File: config.mk
export PLATFORM = sky130hd
export DESIGN_NAME = fdtd_step_sched
export DESIGN_NICKNAME = d
export VERILOG_FILES = /design/src/rtl/fdtd_sched_pkg.sv /design/src/rtl/fdtd_xfer_cnt.sv /design/src/rtl/fdtd_step_sched.sv
export SDC_FILE = /design/constraint.sdc
export NUM_CORES = 1
export LEC_CHECK = 0
export BUFFER_PORTS_ARGS = -buffer_cell sky130_fd_sc_hd__clkbuf_2
export CORE_ASPECT_RATIO = 0.7
export CORE_UTILIZATION = 45
export CTS_BUF_LIST = sky130_fd_sc_hd__clkbuf_8
export DETAILED_ROUTE_END_ITERATION = 10
export PLACE_DENSITY = 0.75
export SYNTH_ARGS = -nofsm -noshare
export SYNTH_HDL_FRONTEND = slang
export SYNTH_SLANG_ARGS = --single-unit
export TNS_END_PERCENT = 5
File: constraint.sdc
create_clock -name CLK -period 4.4 [get_ports CLK]
set_input_delay 0.88 -clock CLK [delete_from_list [all_inputs] [get_ports CLK]]
set_output_delay 0.88 -clock CLK [all_outputs]
set_load 0.05 [all_outputs]
File: src/rtl/fdtd_sched_pkg.sv
// Shared types and constants for the FDTD timestep scheduler.
package fdtd_sched_pkg;

  localparam int FDTD_DATA_WIDTH   = 32;
  localparam int BUFFER_ADDR_WIDTH = 6;
  localparam int FDTD_BUFFER_DEPTH = 64;
  localparam int DM_ADDR_WIDTH     = 16;
  localparam int STEP_CNT_WIDTH    = 16;
  // One extra bit so a full buffer (size == depth) is representable.
  localparam int CNT_W             = BUFFER_ADDR_WIDTH + 1;

  typedef enum logic [2:0] {
    IDLE, LD_HY, LD_EZ, CALC, WB_HY, WB_EZ, STEP_END
  } sched_state_e;

  typedef struct packed {
    logic [CNT_W-1:0]          size;
    logic [STEP_CNT_WIDTH-1:0] steps;
    logic                      src_en;
    logic [DM_ADDR_WIDTH-1:0]  hy_base;
    logic [DM_ADDR_WIDTH-1:0]  ez_base;
  } sched_cfg_t;

  function automatic logic cfg_legal(input logic [FDTD_DATA_WIDTH-1:0] size,
                                     input logic [STEP_CNT_WIDTH-1:0]  steps);
    return (size != '0) && (size <= FDTD_DATA_WIDTH'(FDTD_BUFFER_DEPTH)) && (steps != '0);
  endfunction

endpackage

File: src/rtl/fdtd_xfer_cnt.sv
// Issue/complete counter pair for one buffer transfer phase (load or write-back).
module fdtd_xfer_cnt #(
  parameter int CNT_W = 7
) (
  input  logic             CLK,
  input  logic             RST,
  input  logic             clr,
  input  logic             issue_en,
  input  logic             beat,
  input  logic [CNT_W-1:0] size,
  output logic [CNT_W-1:0] issued,
  output logic [CNT_W-1:0] completed,
  output logic             more,
  output logic             last
);

  assign more = issued < size;
  // Last beat of the phase: the beat that brings completed up to size.
  assign last = beat && ((completed + CNT_W'(1)) == size);

  always_ff @(posedge CLK or posedge RST) begin
    if (RST) begin
      issued    <= '0;
      completed <= '0;
    end else if (clr) begin
      issued    <= '0;
      completed <= '0;
    end else begin
      if (issue_en && more)            issued    <= issued + CNT_W'(1);
      if (beat && (completed != size)) completed <= completed + CNT_W'(1);
    end
  end

endmodule

File: src/rtl/fdtd_step_sched.sv
// Sequences the FDTD field buffer through load / calc / write-back for N timesteps.
module fdtd_step_sched
  import fdtd_sched_pkg::*;
(
  input  logic                       CLK,
  input  logic                       RST,
  input  logic                       start_i,
  input  logic [FDTD_DATA_WIDTH-1:0] buffer_size_i,
  input  logic [STEP_CNT_WIDTH-1:0]  step_num_i,
  input  logic                       src_en_i,
  input  logic [DM_ADDR_WIDTH-1:0]   hy_base_i,
  input  logic [DM_ADDR_WIDTH-1:0]   ez_base_i,
  input  logic                       dm_rvalid_i,
  output logic                       dm_rd_req_o,
  output logic [DM_ADDR_WIDTH-1:0]   dm_rd_addr_o,
  output logic                       wrtvalid_Hy_old_o,
  output logic                       wrtvalid_Ez_old_o,
  output logic                       buffer_Hy_start_o,
  output logic                       buffer_Ez_start_o,
  output logic                       buffer_src_start_o,
  output logic                       buffer_Hy_end_o,
  output logic                       buffer_Ez_end_o,
  output logic                       buffer_src_end_o,
  output logic                       calc_start_o,
  input  logic                       calc_done_i,
  output logic                       mem_rd_Hy_en_o,
  output logic                       mem_rd_Ez_en_o,
  input  logic                       wrtvalid_sgl_i,
  output logic                       mem_rd_end_o,
  output logic [DM_ADDR_WIDTH-1:0]   dm_wr_addr_o,
  output logic [STEP_CNT_WIDTH-1:0]  step_cnt_o,
  output logic                       busy_o,
  output logic                       done_o,
  output logic                       cfg_err_o
);

  sched_state_e              state_q, state_d;
  sched_cfg_t                cfg_q, cfg_in;
  logic                      entry_q;
  logic [STEP_CNT_WIDTH-1:0] step_cnt_q;
  logic                      cfg_err_q;
  logic                      cfg_ok, is_ld, is_wb, beat, more, last, final_step;
  logic [CNT_W-1:0]          issued, completed;
  logic [DM_ADDR_WIDTH-1:0]  base;

  always_comb begin
    cfg_in.size    = CNT_W'(buffer_size_i);
    cfg_in.steps   = step_num_i;
    cfg_in.src_en  = src_en_i;
    cfg_in.hy_base = hy_base_i;
    cfg_in.ez_base = ez_base_i;
  end

  assign cfg_ok     = cfg_legal(buffer_size_i, step_num_i);
  assign is_ld      = (state_q == LD_HY) || (state_q == LD_EZ);
  assign is_wb      = (state_q == WB_HY) || (state_q == WB_EZ);
  assign base       = ((state_q == LD_HY) || (state_q == WB_HY)) ? cfg_q.hy_base : cfg_q.ez_base;
  assign beat       = (is_ld && dm_rvalid_i) || (is_wb && wrtvalid_sgl_i);
  assign final_step = (step_cnt_q + STEP_CNT_WIDTH'(1)) == cfg_q.steps;

  // Shared by all four transfer phases; cleared on every state change.
  fdtd_xfer_cnt #(.CNT_W(CNT_W)) u_xfer (
    .CLK       (CLK),
    .RST       (RST),
    .clr       (state_d != state_q),
    .issue_en  (is_ld),
    .beat      (beat),
    .size      (cfg_q.size),
    .issued    (issued),
    .completed (completed),
    .more      (more),
    .last      (last)
  );

  always_ff @(posedge CLK or posedge RST) begin
    if (RST) begin
      state_q    <= IDLE;
      entry_q    <= 1'b0;
      cfg_q      <= '0;
      step_cnt_q <= '0;
      cfg_err_q  <= 1'b0;
    end else begin
      state_q <= state_d;
      entry_q <= (state_d != state_q);
      if ((state_q == IDLE) && start_i) begin
        if (cfg_ok) begin
          cfg_q      <= cfg_in;
          step_cnt_q <= '0;
          cfg_err_q  <= 1'b0;
        end else begin
          cfg_err_q  <= 1'b1;
        end
      end
      if (state_q == STEP_END) step_cnt_q <= step_cnt_q + STEP_CNT_WIDTH'(1);
    end
  end

  always_comb begin
    state_d            = state_q;
    dm_rd_req_o        = 1'b0;
    dm_rd_addr_o       = '0;
    dm_wr_addr_o       = '0;
    wrtvalid_Hy_old_o  = 1'b0;
    wrtvalid_Ez_old_o  = 1'b0;
    buffer_Hy_start_o  = 1'b0;
    buffer_Ez_start_o  = 1'b0;
    buffer_src_start_o = 1'b0;
    buffer_Hy_end_o    = 1'b0;
    buffer_Ez_end_o    = 1'b0;
    buffer_src_end_o   = 1'b0;
    calc_start_o       = 1'b0;
    mem_rd_Hy_en_o     = 1'b0;
    mem_rd_Ez_en_o     = 1'b0;
    mem_rd_end_o       = 1'b0;
    done_o             = 1'b0;
    if (is_ld) begin
      dm_rd_req_o  = more;
      dm_rd_addr_o = base + DM_ADDR_WIDTH'(issued);
    end
    if (is_wb) dm_wr_addr_o = base + DM_ADDR_WIDTH'(completed);
    case (state_q)
      IDLE: if (start_i && cfg_ok) state_d = LD_HY;
      LD_HY: begin
        buffer_Hy_start_o = entry_q;
        wrtvalid_Hy_old_o = dm_rvalid_i;
        buffer_Hy_end_o   = last;
        if (last) state_d = LD_EZ;
      end
      LD_EZ: begin
        buffer_Ez_start_o  = entry_q && !cfg_q.src_en;
        buffer_src_start_o = entry_q &&  cfg_q.src_en;
        wrtvalid_Ez_old_o  = dm_rvalid_i;
        buffer_Ez_end_o    = last && !cfg_q.src_en;
        buffer_src_end_o   = last &&  cfg_q.src_en;
        if (last) state_d = CALC;
      end
      CALC: begin
        calc_start_o = entry_q;
        if (calc_done_i) state_d = WB_HY;
      end
      WB_HY: begin
        mem_rd_Hy_en_o = entry_q;
        mem_rd_end_o   = last;
        if (last) state_d = WB_EZ;
      end
      WB_EZ: begin
        mem_rd_Ez_en_o = entry_q;
        mem_rd_end_o   = last;
        if (last) state_d = STEP_END;
      end
      STEP_END: begin
        done_o  = final_step;
        state_d = final_step ? IDLE : LD_HY;
      end
      default: state_d = IDLE;
    endcase
  end

  assign step_cnt_o = step_cnt_q;
  assign busy_o     = (state_q != IDLE);
  assign cfg_err_o  = cfg_err_q;

endmodule
==> impl_results.md, run 1 <==
* Clock transition at the registers of the reported paths at roughly 90 ps
* CP arrival at 3360 ps
* Most Frequent Cell on Critical Path: buf_4
* M1 GR Usage at 35.59%
* Period utilization at 96.45%
* Worst R2R End: state_q[0]
* Largest cells by area after synthesis: dfrtp_1, mux2_4, xnor2_1
* Final wirelength at 16.45 mm
* Routed WL per cell at 16.65 um
* Core ar. at ~13000 um^2
* CP Class: reg -> out
* Avg Cell Area, Syn at 9.735 um^2
* Final setup fails at 0
* Port Buffer Count at 150
* Critical path capture point type: primary output
* Main synth FF type: dfrtp_1
* Critical Path Max Stage Delay at 410 ps
* Worst hold start: cfg_q[19]
* VDD IR max at 120.4 uV
* Clk_lat worst skew at 360 ps
* Fin Clk Skew at 5.266 ps
* Io pins at 151
* DP Area at 7276 um^2
* Routability cong. at 0.9249
* DRC errors left at 0
* CTS max path bufs at 2
* CTS sink count at 91
* Largest area contributor in the synthesized netlist: dfrtp_1
* Layout cells sized above 1 at between 30 and 40%
* Pwr/cell area at 196.6 nW/um^2
* Leak at 0.003557 uW
* Post-synth cell types at 62
* Register area at approximately 2300 um^2
* CTS tree: done
* Unrepaired setup endpoints after global routing: true
* Total Nets Final at 910
* First-pass GRT wire length at between 20 and 30 mm
* Ys async rst share at 100.0%
* Crit path max-delay cell type: dfrtp_1
* Peak Freq at ~240 MHz
* Max Cap Violations at 0
* Root buf cell: clkbuf_8
* Warnings, synthesis at 0
* Finished Layout Cells at roughly 990
* Via-to-Cell Ratio at roughly 5.4
* M3 GR Usage at 6.176%
* WP buf/inv at 4
* Status: completed
* Detail Route Antenna Nets at 0
* Grt ovf at 0
* Top-area cell type share of the netlist area at between 30% and 40%
* Area of the multi-input gates at 3770 um^2
* Detailed Place HPWL at between 10 and 15 mm
* Ant. Diodes at 0
* EDFF count, synth at 0
* Min Clock Period, post-route at 4244 ps
* GRT Overall Usage at 23.62%
* Worst slew pin tran at 826.0 ps
* Die width at 143.3 um
* Synthesis-to-layout area growth at 20.20%
* Total nets after synthesis at between 700 and 800
* CP startpoint: state_q[2]
* Largest net degree at the start of global routing at 46
* Critical path required time at 3520 ps
* Die Y at 100.9 um
* FF-to-FF path depth at 7
* WHS Endpoint: cfg_q[19]
* Cell area after layout at 7559 um^2
* CTS HTree Levels at 3
* Top delay family on crit path: buffers and inverters
* Worst reg-to-reg setup slack at 1500 ps
* Max FO, Critical Path at 20
* First drt pass iteration count at 5
* Relative slew margins at roughly 44%
* FF+latch count, synth at between 90 and 100
* Min Hold Slack at between 400 and 500 ps
* DR iter-0 viols at 325
* Total CTS buffers at 9
* Worst min path class: reg -> reg
* Syn Inst Count at 646
* Grt met2 use at 33.02%
* Final Hold Vio Count at 0
* Fillers at 1198
* Vias in the first global route at 4892
* Commonest non-fill, non-tap cell in the layout: clkbuf_2
* Crit-path cells: xnor2_2 -> nor2_4 -> buf_4 -> buf_4 -> mux2_2 -> ha_1 -> inv_1 -> o21ai_1 -> nand3_1 -> xnor2_1 -> nor2_1 -> buf_12
* Initial core utilization at 46.93%
* Die area at 14460 um^2
* Crit path launch type: flop
* Inst Count DP at about 970
* Hold path cells at 1
* Seq/Total Area, Yosys at ~36%
* Mapped cell area at 6289 um^2
* Via count at 5349
* Commonest non-fill, non-tap cells in the layout: clkbuf_2, dfrtp_1, nor2_1, nand2_1, xnor2_1
* # rows at 35
* Slew Viols, Final at 0
* GRT Max-Usage Layer: met1
* R2R Path Start: step_cnt_o[4]
* Initial antenna violation count at 0
-- power breakdown --
part | total, uW | internal (uW) | switching (uW)
Sequential | 836 | 836 | 0.00136
Clock | 585 | 278 | 307
Combinational | 65.0 | 31.0 | 34.0
Total | 1490 | 1140 | 341
-- through the flow --
step           worst slack (ps)  setup TNS [ps]  power [uW]  utilization [%]
2_1_floorplan            -248.4           -1338       868.9                -
3_3_place_gp              432.5               0       918.3            54.30
3_5_place_dp              336.1               0       919.1            54.30
4_1_cts                 -0.6060         -0.6060        1508            56.03
5_1_grt                  -22.13          -22.13        1546            56.41
6_report                  156.3               0        1486            56.41
-- synthesized netlist by cell type, drive strengths merged (14+ instances only) --
cell / instances
dfrtp: 91
nor2: 71
mux2: 57
o21ai: 47
nand2: 45
xnor2: 45
inv: 26
xor2: 24
ha: 23
nand3: 23
buf: 20
a21oi: 16
nor3: 16
mux2i: 14
nand2b: 14
nand4: 14
-- kinds of logic (layout without fill, tap and decap cells) --
family	Yosys count	count (layout)	synth area share (%)
buf+inv	53	210	4.357
compound gates	98	98	9.829
flops	91	91	36.21
mux	71	71	14.52
xor+xnor	69	69	9.610
fa+ha+maj	25	25	5.213
simple gates	239	239	20.25
-- state kept, by name (all words and copies together), names as in the netlist --
name / cells
u_xfer.issued: 7
cfg_q: 56
state_q: 3
cfg_err_o: 1
step_cnt_o: 16
entry_q: 1
u_xfer.completed: 7
-- metal layers --
metal | up-vias | part of all wire, %
met1 | 2542 | 48
met4 | 0 | 1.1
met5 | - | 0
li1 | 2566 | -
met2 | 224 | 42
met3 | 17 | 9.0
-- cell type report --
class | instances | share of cell area [%]
Clock inverter | 6 | 0.8608
Tap cell | 185 | 3.062
Inverter | 26 | 1.308
Clock buffer | 10 | 1.821
Timing Repair Buffer | 168 | 12.94
Multi-Input combinational cell | 502 | 49.88
Sequential cell | 91 | 30.13
-- repair_timing --
item                                    CTS  global route
setup buffers                             3             4
gates resized for setup                   2            12
endpoints found under the setup margin    7            18
pin swaps                                 2             3
hold buffers                              0             0
cloned                                    0             0
endpoints found under the hold margin     0             0
-- worst max-delay path by stage --
stage	to	slack [ps]	cells past startpoint
final	dm_rd_addr_o[11]	160	12
after global routing	dm_rd_addr_o[15]	-20	12
after CTS	dm_rd_addr_o[15]	-0.6	11
after detailed placement	dm_wr_addr_o[14]	340	14
after global placement	dm_rd_addr_o[14]	430	14
after floorplan	dm_wr_addr_o[4]	-250	12
Note: power is estimated with default switching activity, not from simulation.
==> run 2, diff against run 1 <==
--- a/config.mk
+++ b/config.mk
@@ -7,10 +7,10 @@
 export LEC_CHECK = 0
 export BUFFER_PORTS_ARGS = -buffer_cell sky130_fd_sc_hd__clkbuf_2
 export CORE_ASPECT_RATIO = 0.7
-export CORE_UTILIZATION = 45
+export CORE_UTILIZATION = 30
 export CTS_BUF_LIST = sky130_fd_sc_hd__clkbuf_8
 export DETAILED_ROUTE_END_ITERATION = 10
-export PLACE_DENSITY = 0.75
+export PLACE_DENSITY = 0.56
 export SYNTH_ARGS = -nofsm -noshare
 export SYNTH_HDL_FRONTEND = slang
 export SYNTH_SLANG_ARGS = --single-unit
==> impl_results.md, run 2 (same netlist as run 1, synthesis figures left out) <==
* Commonest non-fill, non-tap cell in the layout: clkbuf_2
* WP buf/inv at 2
* CTS tree: done
* Pwr/cell area at 208.9 nW/um^2
* Critical path capture point type: primary output
* Final wirelength at 18.44 mm
* Relative slew margins at between 40% and 50%
* Root buf cell: clkbuf_8
* Largest net degree at the start of global routing at 37
* Synthesis-to-layout area growth at 28.13%
* Status: completed
* Largest reg by FF count: cfg_q
* Worst min path class: in -> async
* First-pass GRT wire length at 28.50 mm
* CP Class: reg -> out
* Max Cap Violations at 0
* Peak Freq at 233.1 MHz
* Fin util at 39.94%
* Total Nets Final at 916
* Worst setup margin at 109.8 ps
* Max FO, Critical Path at 5
* Port Buffer Count at 150
* Io pins at 151
* Worst slew pin tran at just under 800 ps
* Unrepaired setup endpoints after global routing: true
* Critical Path Max Stage Delay at 420 ps
* Slew Viols, Final at 0
* Leak at 0.003662 uW
* Setup TNS Final at 0 ps
* Die Y at about 120 um
* First drt pass iteration count at 4
* CTS max path bufs at 2
* Vias in the first global route at 5081
* Detail Route Antenna Nets at 0
* Setup WS pre-CTS at about 230 ps
* Clock transition at the registers of the reported paths at 100 ps
* Via count at 5236
* Ant. Diodes at 0
* DR iter-0 viols at roughly 230
* Commonest non-fill, non-tap cells in the layout: clkbuf_2, dfrtp_1, nor2_1, nand2_1, xnor2_1
* Final setup fails at 0
* VDD IR max at 122.4 uV
* Cell area after layout at between 8000 and 9000 um^2
* Initial core utilization at 31.17%
* # rows at 43
* DP Area at 7540 um^2
* Period utilization at between 90% and 100%
* Fin Clk Skew at 15.29 ps
* Die area at around 22000 um^2
* DRC errors left at 0
* CTS HTree Levels at 3
* CP arrival at 3410 ps
* Critical path required time at 3520 ps
* GRT Overall Usage at 17.31%
* Routed WL per cell at ~17 um
* Detailed Place HPWL at 14.07 mm
* Via-to-Cell Ratio at a little under 5
* Grt ovf at 0
* Crit path launch type: flop
* Final Hold Vio Count at 0
* CTS sink count at 91
* Largest register FFs at 56
* Core ar. at 20180 um^2
* Total CTS buffers at 9
* Die width at between 150 and 200 um
* Top delay family on crit path: simple AND/OR/NAND/NOR gates
* Crit path max-delay cell type: dfrtp_1
* Routability cong. at 0.8696
* Layout cells sized above 1 at 35.97%
* Min Clock Period, post-route at ~4300 ps
* Crit-path cells: xnor2_2 -> nor2_4 -> mux2_4 -> ha_4 -> inv_2 -> fa_2 -> nor2b_2 -> o21a_1 -> o21ai_4 -> a211oi_4 -> nand2_1 -> xnor2_1 -> nor2_1 -> clkbuf_16
* Initial antenna violation count at 1
* Clk_lat worst skew at approximately 390 ps
-- run 2: cell types whose count changed in the layout (fill, tap and decap cells not counted), sizes merged --
cell	change
clkinvlp	-2
clkbuf	-7
bufinv	+3
buf	+12
-- run 2: through the flow --
step	power (uW)	std cells	hold WS (ps)
3_3_place_gp	920.8	1053	470.1
6_report	1683	1079	498.8
4_1_cts	1713	1073	492.0
2_1_floorplan	868.9	646	452.2
5_1_grt	1744	1079	525.6
3_5_place_dp	921.3	1053	474.4
-- run 2: worst paths after layout --
check / to / cells past startpoint / slack (ps) / start
worst max register to register: state_q[0] / 8 / 1550 / step_cnt_o[1]
worst min-delay path: step_cnt_o[7] / 2 / 500 / RST
max in group asynchronous: cfg_q[0] / 3 / 3040 / RST
worst min register to register: cfg_q[18] / 1 / 500 / cfg_q[18]
worst max-delay path: dm_rd_addr_o[10] / 14 / 110 / state_q[0]
min in group CLK: cfg_q[18] / 1 / 500 / cfg_q[18]
-- run 2: cell type report --
type                    instances  area (um^2)
repair buffers                174         1209
clock buffers                   9        123.9
inverters                      26        98.84
flip-flops and latches         91         2277
fillers                      2025        12120
clock inverters                 7        147.6
multi-input cells             502         3864
well taps                     270        337.8
-- run 2: worst register-to-register path: stages (launching register included) --
cell	delay, ps
dfrtp_1	520
ha_1	450
buf_4	210
nand4_4	90
xnor2_1	290
nand4_1	140
or4_1	560
nor4_2	250
o2111ai_1	180
-- run 2: report_power, final --
part	switching [uW]	total, uW	internal [uW]
Combinational	36.3	67.3	31.1
Sequential	0.00150	836	836
Clock	340	780	441
Total	376	1680	1310
-- run 2: per-layer routing --
metal	global-route usage [%]	vias to the layer above	wire length [um]
met2	24.28	123	7539
met1	25.56	2510	9506
li1	-	2585	-
met3	5.166	16	1173
met5	0	-	12
met4	4.185	2	204
-- run 2: timing repair --
item / in CTS / in global routing
pin swaps: 4 / 11
gates resized for setup: 14 / 23
cloned: 0 / 1
setup buffers: 4 / 7
hold buffers: 0 / 0
endpoints found under the setup margin: 19 / 19
